File: src/rtl/fir_out_quantizer.sv
// fir_out_quantizer: rounds, saturates and decimates the 32-bit FIR output
// down to 16 bits, then buffers the kept samples in a small output FIFO.
//
// Ports
//   clk_tb      in   rising-edge clock
//   reset_tb    in   asynchronous active-high reset
//   enable      in   run request; low stops accepting and drains the FIFO
//   in_valid    in   in_data valid this cycle (no backpressure toward the FIR)
//   in_data     in   32-bit signed filtered sample
//   out_ready   in   downstream accepts out_data this cycle
//   out_valid   out  FIFO non-empty, out_data valid
//   out_data    out  16-bit signed quantized sample at the FIFO head
//   fifo_count  out  current FIFO occupancy
//   overflow    out  sticky: a kept sample was dropped because the FIFO was full
//   sat_flag    out  one-cycle pulse: a kept sample was saturated
module fir_out_quantizer #(
    parameter int unsigned SHIFT = 15,
    parameter int unsigned DECIM = 4,
    parameter int unsigned DEPTH = 4
) (
    input  logic                     clk_tb,
    input  logic                     reset_tb,
    input  logic                     enable,
    input  logic                     in_valid,
    input  logic [31:0]              in_data,
    input  logic                     out_ready,
    output logic                     out_valid,
    output logic [15:0]              out_data,
    output logic [$clog2(DEPTH):0]   fifo_count,
    output logic                     overflow,
    output logic                     sat_flag
);

    localparam int unsigned PW = (DEPTH > 1) ? $clog2(DEPTH) : 1;
    localparam int unsigned CW = $clog2(DEPTH) + 1;
    localparam int unsigned DW = (DECIM > 1) ? $clog2(DECIM) : 1;

    localparam logic signed [32:0] ROUND = 33'(64'd1 << (SHIFT - 1));
    localparam logic signed [32:0] Q_MAX = 33'sd32767;
    localparam logic signed [32:0] Q_MIN = -33'sd32768;

    typedef enum logic [1:0] {
        ST_IDLE  = 2'd0,
        ST_RUN   = 2'd1,
        ST_DRAIN = 2'd2
    } state_t;

    state_t state_q;
    state_t state_d;

    logic              accept_c;
    logic              cnt_clear_c;
    logic [DW-1:0]     dec_cnt;
    logic              keep_c;

    logic signed [32:0] round_sum_c;
    logic signed [32:0] shifted_c;
    logic [15:0]        quant_c;
    logic               sat_c;

    logic              s1_keep;
    logic [15:0]       s1_data;

    logic [15:0]       mem [DEPTH];
    logic [PW-1:0]     wr_ptr;
    logic [PW-1:0]     rd_ptr;
    logic [PW-1:0]     rd_next_c;
    logic              pop_c;
    logic              full_c;
    logic              wr_en_c;
    logic [CW-1:0]     count_next_c;
    logic [CW-1:0]     after_pop_c;
    logic [15:0]       head_next_c;

    function automatic logic [PW-1:0] ptr_inc(input logic [PW-1:0] p);
        return (p == PW'(DEPTH - 1)) ? '0 : p + PW'(1);
    endfunction

    // Quantizer: 33-bit add so the rounding constant can never wrap
    always_comb begin
        round_sum_c = $signed({in_data[31], in_data}) + ROUND;
        shifted_c   = round_sum_c >>> SHIFT;
        quant_c     = shifted_c[15:0];
        sat_c       = 1'b0;
        if (shifted_c > Q_MAX) begin
            quant_c = 16'h7FFF;
            sat_c   = 1'b1;
        end else if (shifted_c < Q_MIN) begin
            quant_c = 16'h8000;
            sat_c   = 1'b1;
        end
    end

    // FSM state register
    always_ff @(posedge clk_tb or posedge reset_tb) begin
        if (reset_tb) begin
            state_q <= ST_IDLE;
        end else begin
            state_q <= state_d;
        end
    end

    // FSM next state; DRAIN waits for both stage 1 and the FIFO to empty
    always_comb begin
        state_d = state_q;
        case (state_q)
            ST_IDLE:  if (enable) state_d = ST_RUN;
            ST_RUN:   if (!enable) state_d = ST_DRAIN;
            ST_DRAIN: begin
                if (enable) begin
                    state_d = ST_RUN;
                end else if ((fifo_count == '0) && !s1_keep) begin
                    state_d = ST_IDLE;
                end
            end
            default:  state_d = ST_IDLE;
        endcase
    end

    // FSM outputs
    always_comb begin
        accept_c    = 1'b0;
        cnt_clear_c = 1'b0;
        case (state_q)
            ST_IDLE: cnt_clear_c = 1'b1;
            ST_RUN:  accept_c    = in_valid;
            default: ;
        endcase
    end

    assign keep_c = (dec_cnt == '0);

    // Decimation counter; held at zero in IDLE so the first sample is kept
    always_ff @(posedge clk_tb or posedge reset_tb) begin
        if (reset_tb) begin
            dec_cnt <= '0;
        end else if (cnt_clear_c) begin
            dec_cnt <= '0;
        end else if (accept_c) begin
            dec_cnt <= (dec_cnt == DW'(DECIM - 1)) ? '0 : dec_cnt + DW'(1);
        end
    end

    // Stage 1: registered quantized sample, keep flag and saturation pulse
    always_ff @(posedge clk_tb or posedge reset_tb) begin
        if (reset_tb) begin
            s1_keep  <= 1'b0;
            s1_data  <= '0;
            sat_flag <= 1'b0;
        end else begin
            s1_keep  <= accept_c & keep_c;
            sat_flag <= accept_c & keep_c & sat_c;
            if (accept_c && keep_c) begin
                s1_data <= quant_c;
            end
        end
    end

    // FIFO control; a pop frees the slot so a push into a full FIFO still lands
    always_comb begin
        pop_c        = out_valid & out_ready;
        full_c       = (fifo_count == CW'(DEPTH));
        wr_en_c      = s1_keep & (~full_c | pop_c);
        count_next_c = fifo_count + CW'(wr_en_c) - CW'(pop_c);
        after_pop_c  = fifo_count - CW'(pop_c);
        rd_next_c    = pop_c ? ptr_inc(rd_ptr) : rd_ptr;
        // Head after the edge: bypass the incoming sample when nothing else remains
        head_next_c  = (after_pop_c == '0) ? s1_data : mem[rd_next_c];
    end

    // FIFO storage
    always_ff @(posedge clk_tb) begin
        if (wr_en_c) begin
            mem[wr_ptr] <= s1_data;
        end
    end

    // FIFO pointers, occupancy and registered head
    always_ff @(posedge clk_tb or posedge reset_tb) begin
        if (reset_tb) begin
            wr_ptr     <= '0;
            rd_ptr     <= '0;
            fifo_count <= '0;
            out_valid  <= 1'b0;
            out_data   <= '0;
            overflow   <= 1'b0;
        end else begin
            if (wr_en_c) begin
                wr_ptr <= ptr_inc(wr_ptr);
            end
            rd_ptr     <= rd_next_c;
            fifo_count <= count_next_c;
            out_valid  <= (count_next_c != '0);
            if (count_next_c != '0) begin
                out_data <= head_next_c;
            end
            if (s1_keep && full_c && !pop_c) begin
                overflow <= 1'b1;
            end
        end
    end

endmodule

File: config.mk
export PLATFORM = sky130hd
export DESIGN_NAME = fir_out_quantizer
export DESIGN_NICKNAME = d
export VERILOG_FILES = /design/src/rtl/fir_out_quantizer.sv
export SDC_FILE = /design/constraint.sdc
export NUM_CORES = 1
export LEC_CHECK = 0
export BUFFER_PORTS_ARGS = -buffer_cell sky130_fd_sc_hd__buf_4
export CORE_ASPECT_RATIO = 0.5
export CORE_MARGIN = 1
export CORE_UTILIZATION = 25
export CTS_CLUSTER_SIZE = 24
export DETAILED_ROUTE_END_ITERATION = 8
export PLACE_DENSITY = 0.4
export SLEW_MARGIN = 20
export SYNTH_ARGS = -nofsm -noshare
export SYNTH_HDL_FRONTEND = slang
export SYNTH_SLANG_ARGS = --single-unit
File: constraint.sdc
create_clock -name clk_tb -period 4.5 [get_ports clk_tb]
set_input_delay 0.9 -clock clk_tb [delete_from_list [all_inputs] [get_ports clk_tb]]
set_output_delay 0.9 -clock clk_tb [all_outputs]
set_load 0.05 [all_outputs]
==> flow_summary.ini, run 1 <==
[outcome]
outcome = finished clean

[cells_and_area]
n_antenna_cell = 0
drive_gt1_share_pct = 23.0
syn_to_final_growth_pct = 18.6
nets = 449

[sta]
rsz0062_at_grt = false
relSlewSlack_pct = 35.9
fmax_mhz = 283
finalCriticalPeriod_ns = 3.54
worst_pin_slew_ns = 0.961
setup_violations = 0
finalCritPeriodShare_pct = 78.6
tns_ns = 0
setup_ws_ns = 0.962
hold_viol = 0
skew_ns = 0.0115
drv_slew = 0

[routing]
wl_met1_um = 6310
drc = 0
vias_per_cell = 4.48
vias = 2975
drt_iter0_markers = 181
dr_wl_met3_um = 498
first_pass_iters = 4
wl_per_cell_um = 17.7
met2_length_um = 4880
postRouteAntennaNets = 0
top_layer = met4
drt-total-wl_um = 11800

[setup_path]
cpMaxStageDelayCell = or3_1
cp_max_fo = 16
crit_top_cell = inv_1
cp_cell_sequence = buf_4 > nand2_1 > nand3_1 > and2_1 > inv_1 > ha_1 > inv_1 > ha_1 > inv_1 > fa_1 > xor3_1 > or3_1 > nor3b_2 > buf_4 > a32oi_1 > o221a_2
crit_arrival_ns = 3.82
start_kind = primary input
worst-path-buf-inv = 5
critical_path.top_delay_family = simple AND/OR/NAND/NOR gates
cp-end-kind = register
cpPeakStageDelay_ns = 0.38
worstSetupPathType = primary input to register
crit_required_ns = 4.78

[worst_hold_path]
min_path_type = register to register

[clock_tree]
cts_buffers = 9
path_clk_slew_ns = 0.08
htree_levels = 3
cts.sinks = 111
cts-root-buf = clkbuf_16
post_cts_resized = 0
clk_latency_ns = 0.35
cts_buffer_depth = 2
post_cts.repair.setup_buffers = 0
hold_buffers = 0
cts_tree = built

[floorplan]
die_y_um = 100
die_area_um2 = 20000
io_pins = 59
num_rows = 35
core_um2 = 18700
initial_core_util_pct = 25.9
die_w_um = 199

[grt]
grt_pass1_wl_um = 18400
antenna_found_initial = 0
grt_overflow = 0
grt_max_degree = 34
grt_pass1_vias = 2944
global_route.usage.total_pct = 12.6

[logic_synthesis]
synth_top_area_share_pct = 39.7
synth_cells = 353
synthDistinctLibCells = 49
synth_top_area_cell = edfxtp_1
seq_area_frac_synth_pct = 63.9
synth.net_count = 402
yosysMostFrequentCell = edfxtp_1
synth_edf_count = 64
ys_ff_latch = 111
synth-async-reset-ratio_pct = 42.3
synth_warnings = 0
synth-main-ff-cell = edfxtp_1
synth_common_cells = edfxtp_1 (64), nand2_1 (50), dfrtp_1 (47)
synth_area_per_cell_um2 = 13.7
synth_area_leaders = edfxtp_1 (40%), dfrtp_1 (24%), nand2_1 (3.9%)
synth_area_um2 = 4850

[power]
p_seq_share_pct = 38.7
cellPowerDensity_nw_per_um2 = 723
switching_share_pct = 40.4
p_int_mw = 2.47
p_sw_mw = 1.68
clock_power_share_pct = 18.4
p_leak_nw = 2.16
power_frac_comb_pct = 42.9
total_power_mw = 4.15
ir_worst_vdd_mv = 0.208

[placed_design]
port_buffers = 44
pre_cts_ws_ns = 0.595
dpl.hpwl_um = 7710
place_congestion = 0.709

[run]
maxCapViolCount = 0
## power by group through the flow
stage | registers [mW] | logic (mW) | clock network (mW)
2_1_floorplan | 1.86 | 0.992 | 0
3_3_place_gp | 1.63 | 1.80 | 0
3_5_place_dp | 1.64 | 1.81 | 0
4_1_cts | 1.61 | 1.81 | 0.783
5_1_grt | 1.65 | 1.94 | 0.825
6_report | 1.61 | 1.78 | 0.765
## routing by layer
metal / GRT usage [%] / vias up
li1: - / 1439
met1: 20.0 / 1489
met2: 17.4 / 42
met3: 2.49 / 5
met4: 2.49 / 0
met5: 0 / -
## metrics by stage
stage / utilization (%) / cells / hold slack (ns) / cell area (µm²)
2_1_floorplan: - / 353 / 0.497 / 4850
3_3_place_gp: 29.2 / 648 / 0.459 / 5470
3_5_place_dp: 29.2 / 648 / 0.469 / 5470
4_1_cts: 30.7 / 664 / 0.487 / 5750
5_1_grt: 30.7 / 664 / 0.513 / 5750
6_report: 30.7 / 664 / 0.477 / 5750
## layout by cell type, fill, tap and decap left out, types with 2 or more instances in the layout
cell,count
clkinvlp_4,2
o22a_1,7
a21oi_1,2
ha_1,11
nand2_1,50
nand4_1,4
xor2_1,4
nor2_1,14
o21ai_0,5
dfrtp_1,47
a32oi_1,16
nor4_1,5
or3_1,2
edfxtp_1,64
inv_1,14
mux2i_1,17
and3_1,4
xnor2_1,12
inv_6,3
inv_2,2
nor3_1,4
clkbuf_16,9
o311ai_0,6
buf_4,51
nand3_1,8
o221a_2,15
o221a_1,3
## layout make-up
cell class	count	area, µm²
repair buffers	51	383
clock buffers	9	225
well taps	259	324
flip-flops and latches	111	3100
multi-input cells	211	1600
fillers	1920	13000
clock inverters	7	53.8
inverters	16	60.1
## worst paths after layout
kind | startpoint | endpoint | slack, ns | cells past startpoint
setup / recovery | out_ready | out_data[5] | 0.96 | 16
hold / removal | overflow | overflow | 0.48 | 1
setup reg to reg | fifo_count[1] | out_data[5] | 1.01 | 15
hold reg to reg | overflow | overflow | 0.48 | 1
max in group asynchronous | reset_tb | out_data[11] | 3.08 | 3
min in group asynchronous | reset_tb | dec_cnt[1] | 0.62 | 2
## flip-flops by register name, summed over array words and instances (netlist names)
register,cells
mem,64
s1_keep,1
out_valid,1
out_data,16
rd_ptr,2
wr_ptr,2
state_q,2
fifo_count,3
dec_cnt,2
s1_data,16
sat_flag,1
overflow,1
## kinds of logic (layout without fill, tap and decap cells)
kind of cell,Yosys count,in the layout,synth area share [%]
flops,111,111,63.9
simple gates,101,101,10.4
compound gates,63,63,12.3
buf+inv,31,83,3.02
mux,18,18,3.74
xor+xnor,17,17,3.38
fa+ha+maj,12,12,3.25
## worst reg2reg max path: stages (launching register included)
cell and delay (ns):
dfrtp_1 0.47, nor2_1 0.23, nand3_1 0.18, and2_1 0.25
inv_1 0.07, ha_1 0.22, inv_1 0.05, ha_1 0.13
inv_1 0.05, fa_1 0.36, xor3_1 0.21, or3_1 0.38
nor3b_2 0.18, buf_4 0.22, a32oi_1 0.24, o221a_2 0.21
(Power assumes the default switching activity.)
==> run 2: changes to the inputs <==
Settings changed: ABC_AREA set to 1.
Clock period 4.5 ns to 3.5 ns, I/O delays scaled along.
==> run 2 against run 1 <==
Net effect:
- setup slack got worse by 0.22 ns
- critical path depth is 2 lower
- register-to-register slack worse by 0.27 ns
- non-clock buffer count rose by 6
- highest routed layer unchanged
- largest power group unchanged
- first-iteration DRC count grew 33%
- via count grew 16%
- core utilization down 0.050 points
- wire length rose by 2.3%
==> flow_summary.ini, run 2 <==
[outcome]
outcome = finished clean

[clock_tree]
hold_buffers = 0
post_cts_resized = 0
path_clk_slew_ns = 0.08
cts_tree = built
htree_levels = 3
cts_buffer_depth = 2
cts_buffers = 9
cts-root-buf = clkbuf_16
post_cts.repair.setup_buffers = 0
clk_latency_ns = 0.35
cts.sinks = 111

[floorplan]
initial_core_util_pct = 25.9
die_w_um = 204
die_y_um = 103
num_rows = 36
io_pins = 59
core_um2 = 19800
die_area_um2 = 21100

[setup_path]
worstSetupPathType = register to register
start_kind = register
cp-end-kind = register
r2r_cells = 14
cp_max_fo = 33
crit_required_ns = 3.76
cpPeakStageDelay_ns = 0.46
cpMaxStageDelayCell = dfrtp_1
cp_cell_sequence = nor2_1 > nand3_1 > nand2_1 > ha_1 > inv_1 > ha_1 > inv_1 > fa_1 > inv_1 > nor2_1 > nand2_1 > buf_4 > nor2_1 > a31oi_1
crit_arrival_ns = 3.03

[power]
p_leak_nw = 2.64
p_int_mw = 3.02
switching_share_pct = 42.1
p_sw_mw = 2.20
ir_worst_vdd_mv = 0.260
p_seq_share_pct = 40.0
power_frac_comb_pct = 40.5
cellPowerDensity_nw_per_um2 = 861
clock_power_share_pct = 19.5

[logic_synthesis]
yosysMostFrequentCell = nand2_1
ys_ff_latch = 111
synth_area_per_cell_um2 = 9.85
synth_edf_count = 64
seq_area_frac_synth_pct = 60.5
synth_warnings = 0
synth_top_area_cell = edfxtp_1
synth-main-ff-cell = edfxtp_1
synth_common_cells = nand2_1 (175), edfxtp_1 (64), nand3_1 (55)
synth_cells = 520
synth-async-reset-ratio_pct = 42.3
synthDistinctLibCells = 33
synth_area_um2 = 5120
synth_area_leaders = edfxtp_1 (38%), dfrtp_1 (23%), nand2_1 (13%)
synth_top_area_share_pct = 37.5
synth.net_count = 569

[routing]
wl_per_cell_um = 14.3
first_pass_iters = 4
drt-total-wl_um = 12000
met2_length_um = 5190
top_layer = met4
vias_per_cell = 4.11
postRouteAntennaNets = 0
drt_iter0_markers = 241
dr_wl_met3_um = 299
drc = 0
vias = 3454
wl_met1_um = 6410

[placed_design]
dpl.hpwl_um = 7910
place_congestion = 0.724
port_buffers = 44
dpl_cell_area_um2 = 5770

[cells_and_area]
nets = 619
syn_to_final_growth_pct = 18.5
final_common_cell = nand2_1
largest_reg_flops = 64
final_cell_area_um2 = 6070
n_antenna_cell = 0
drive_gt1_share_pct = 18.1
layout_common_cells = nand2_1 (175), edfxtp_1 (64), buf_4 (57)
fillers = 2089
top_regs = mem x64, out_data x16, s1_data x16
regMostFlops = mem

[sta]
rsz0062_at_grt = false
fmax_mhz = 362
tns_ns = 0
finalCriticalPeriod_ns = 2.76
skew_ns = 0.0102
finalCritPeriodShare_pct = 78.9
relSlewSlack_pct = 50.8
worst_pin_slew_ns = 0.737
drv_slew = 0
hold_viol = 0
setup_violations = 0

[grt]
antenna_found_initial = 0
grt_max_degree = 34
grt_overflow = 0
global_route.usage.total_pct = 12.3
grt_pass1_wl_um = 19400
grt_pass1_vias = 3421

[worst_hold_path]
min_path_type = primary input to asynchronous set/reset pin

[run]
maxCapViolCount = 0
[run 2: cell types whose count changed in the layout (fill, tap and decap cells not counted), moves of 17 or more]
cell,change
nand2_1,+125
nor2_1,+21
nand3_1,+47
mux2i_1,-17
inv_1,+19
[run 2: through the flow]
stage	power [mW]	util (%)	hold slack (ns)	instances	setup WS, ns
after floorplan	3.54	-	0.497	520	0.713
after global placement	4.27	29.2	0.498	825	0.351
after detailed placement	4.30	29.2	0.499	825	0.329
after CTS	5.34	30.7	0.495	841	0.667
after global routing	5.63	30.7	0.498	841	0.373
final	5.23	30.7	0.483	841	0.739
[run 2: cells by family (layout without fill, tap and decap cells)]
kind of cell	after synthesis	in the layout	synth area share, %
buffers and inverters	55	110	4.86
AO/OA/AOI/OAI	28	28	3.30
flip-flops	111	111	60.5
XOR/XNOR	15	15	2.57
adder cells (fa/ha/maj)	12	12	3.08
AND/OR/NAND/NOR	299	299	25.7
[run 2: worst paths after layout]
check / startpoint / endpoint / slack, ns
max: fifo_count[1] / out_data[7] / 0.74
min: reset_tb / state_q[1] / 0.48
max reg2reg: fifo_count[1] / out_data[7] / 0.74
min reg2reg: overflow / overflow / 0.53
max in group asynchronous: reset_tb / s1_keep / 2.32
min in group clk_tb: enable / state_q[1] / 0.51
[run 2: critical path: cells and delay by family (launching register included)]
| kind | cells | cell delay, ns |
|---|---|---|
| and+or+nand+nor | 6 | 0.71 |
| DFF | 1 | 0.46 |
| AOI/OAI and AO/OA | 1 | 0.15 |
| buffers and inverters | 4 | 0.52 |
| adders and majority gates | 3 | 0.84 |
[run 2: layout make-up]
cell class              instances  area [µm²]  share of cell area [%]
well taps                     266         333                    5.49
flip-flops and latches        111        3100                    51.1
repair buffers                 57         428                    7.05
inverters                      37         139                    2.29
clock buffers                  13         272                    4.48
multi-input cells             354        1770                    29.2
clock inverters                 3        23.8                   0.392
[run 2: power groups by stage]
stage	Combinational [mW]	Clock [mW]	Sequential, mW
after floorplan	1.11	0	2.44
final	2.12	1.02	2.09
after CTS	2.17	1.07	2.10
after detailed placement	2.17	0	2.13
after global routing	2.38	1.11	2.14
after global placement	2.16	0	2.11
[run 2: layer usage]
| metal | vias up | global-route usage [%] |
|---|---|---|
| li1 | 1807 | - |
| met1 | 1603 | 17.7 |
| met2 | 36 | 18.6 |
| met3 | 8 | 2.54 |
| met4 | 0 | 3.62 |
| met5 | - | 0 |
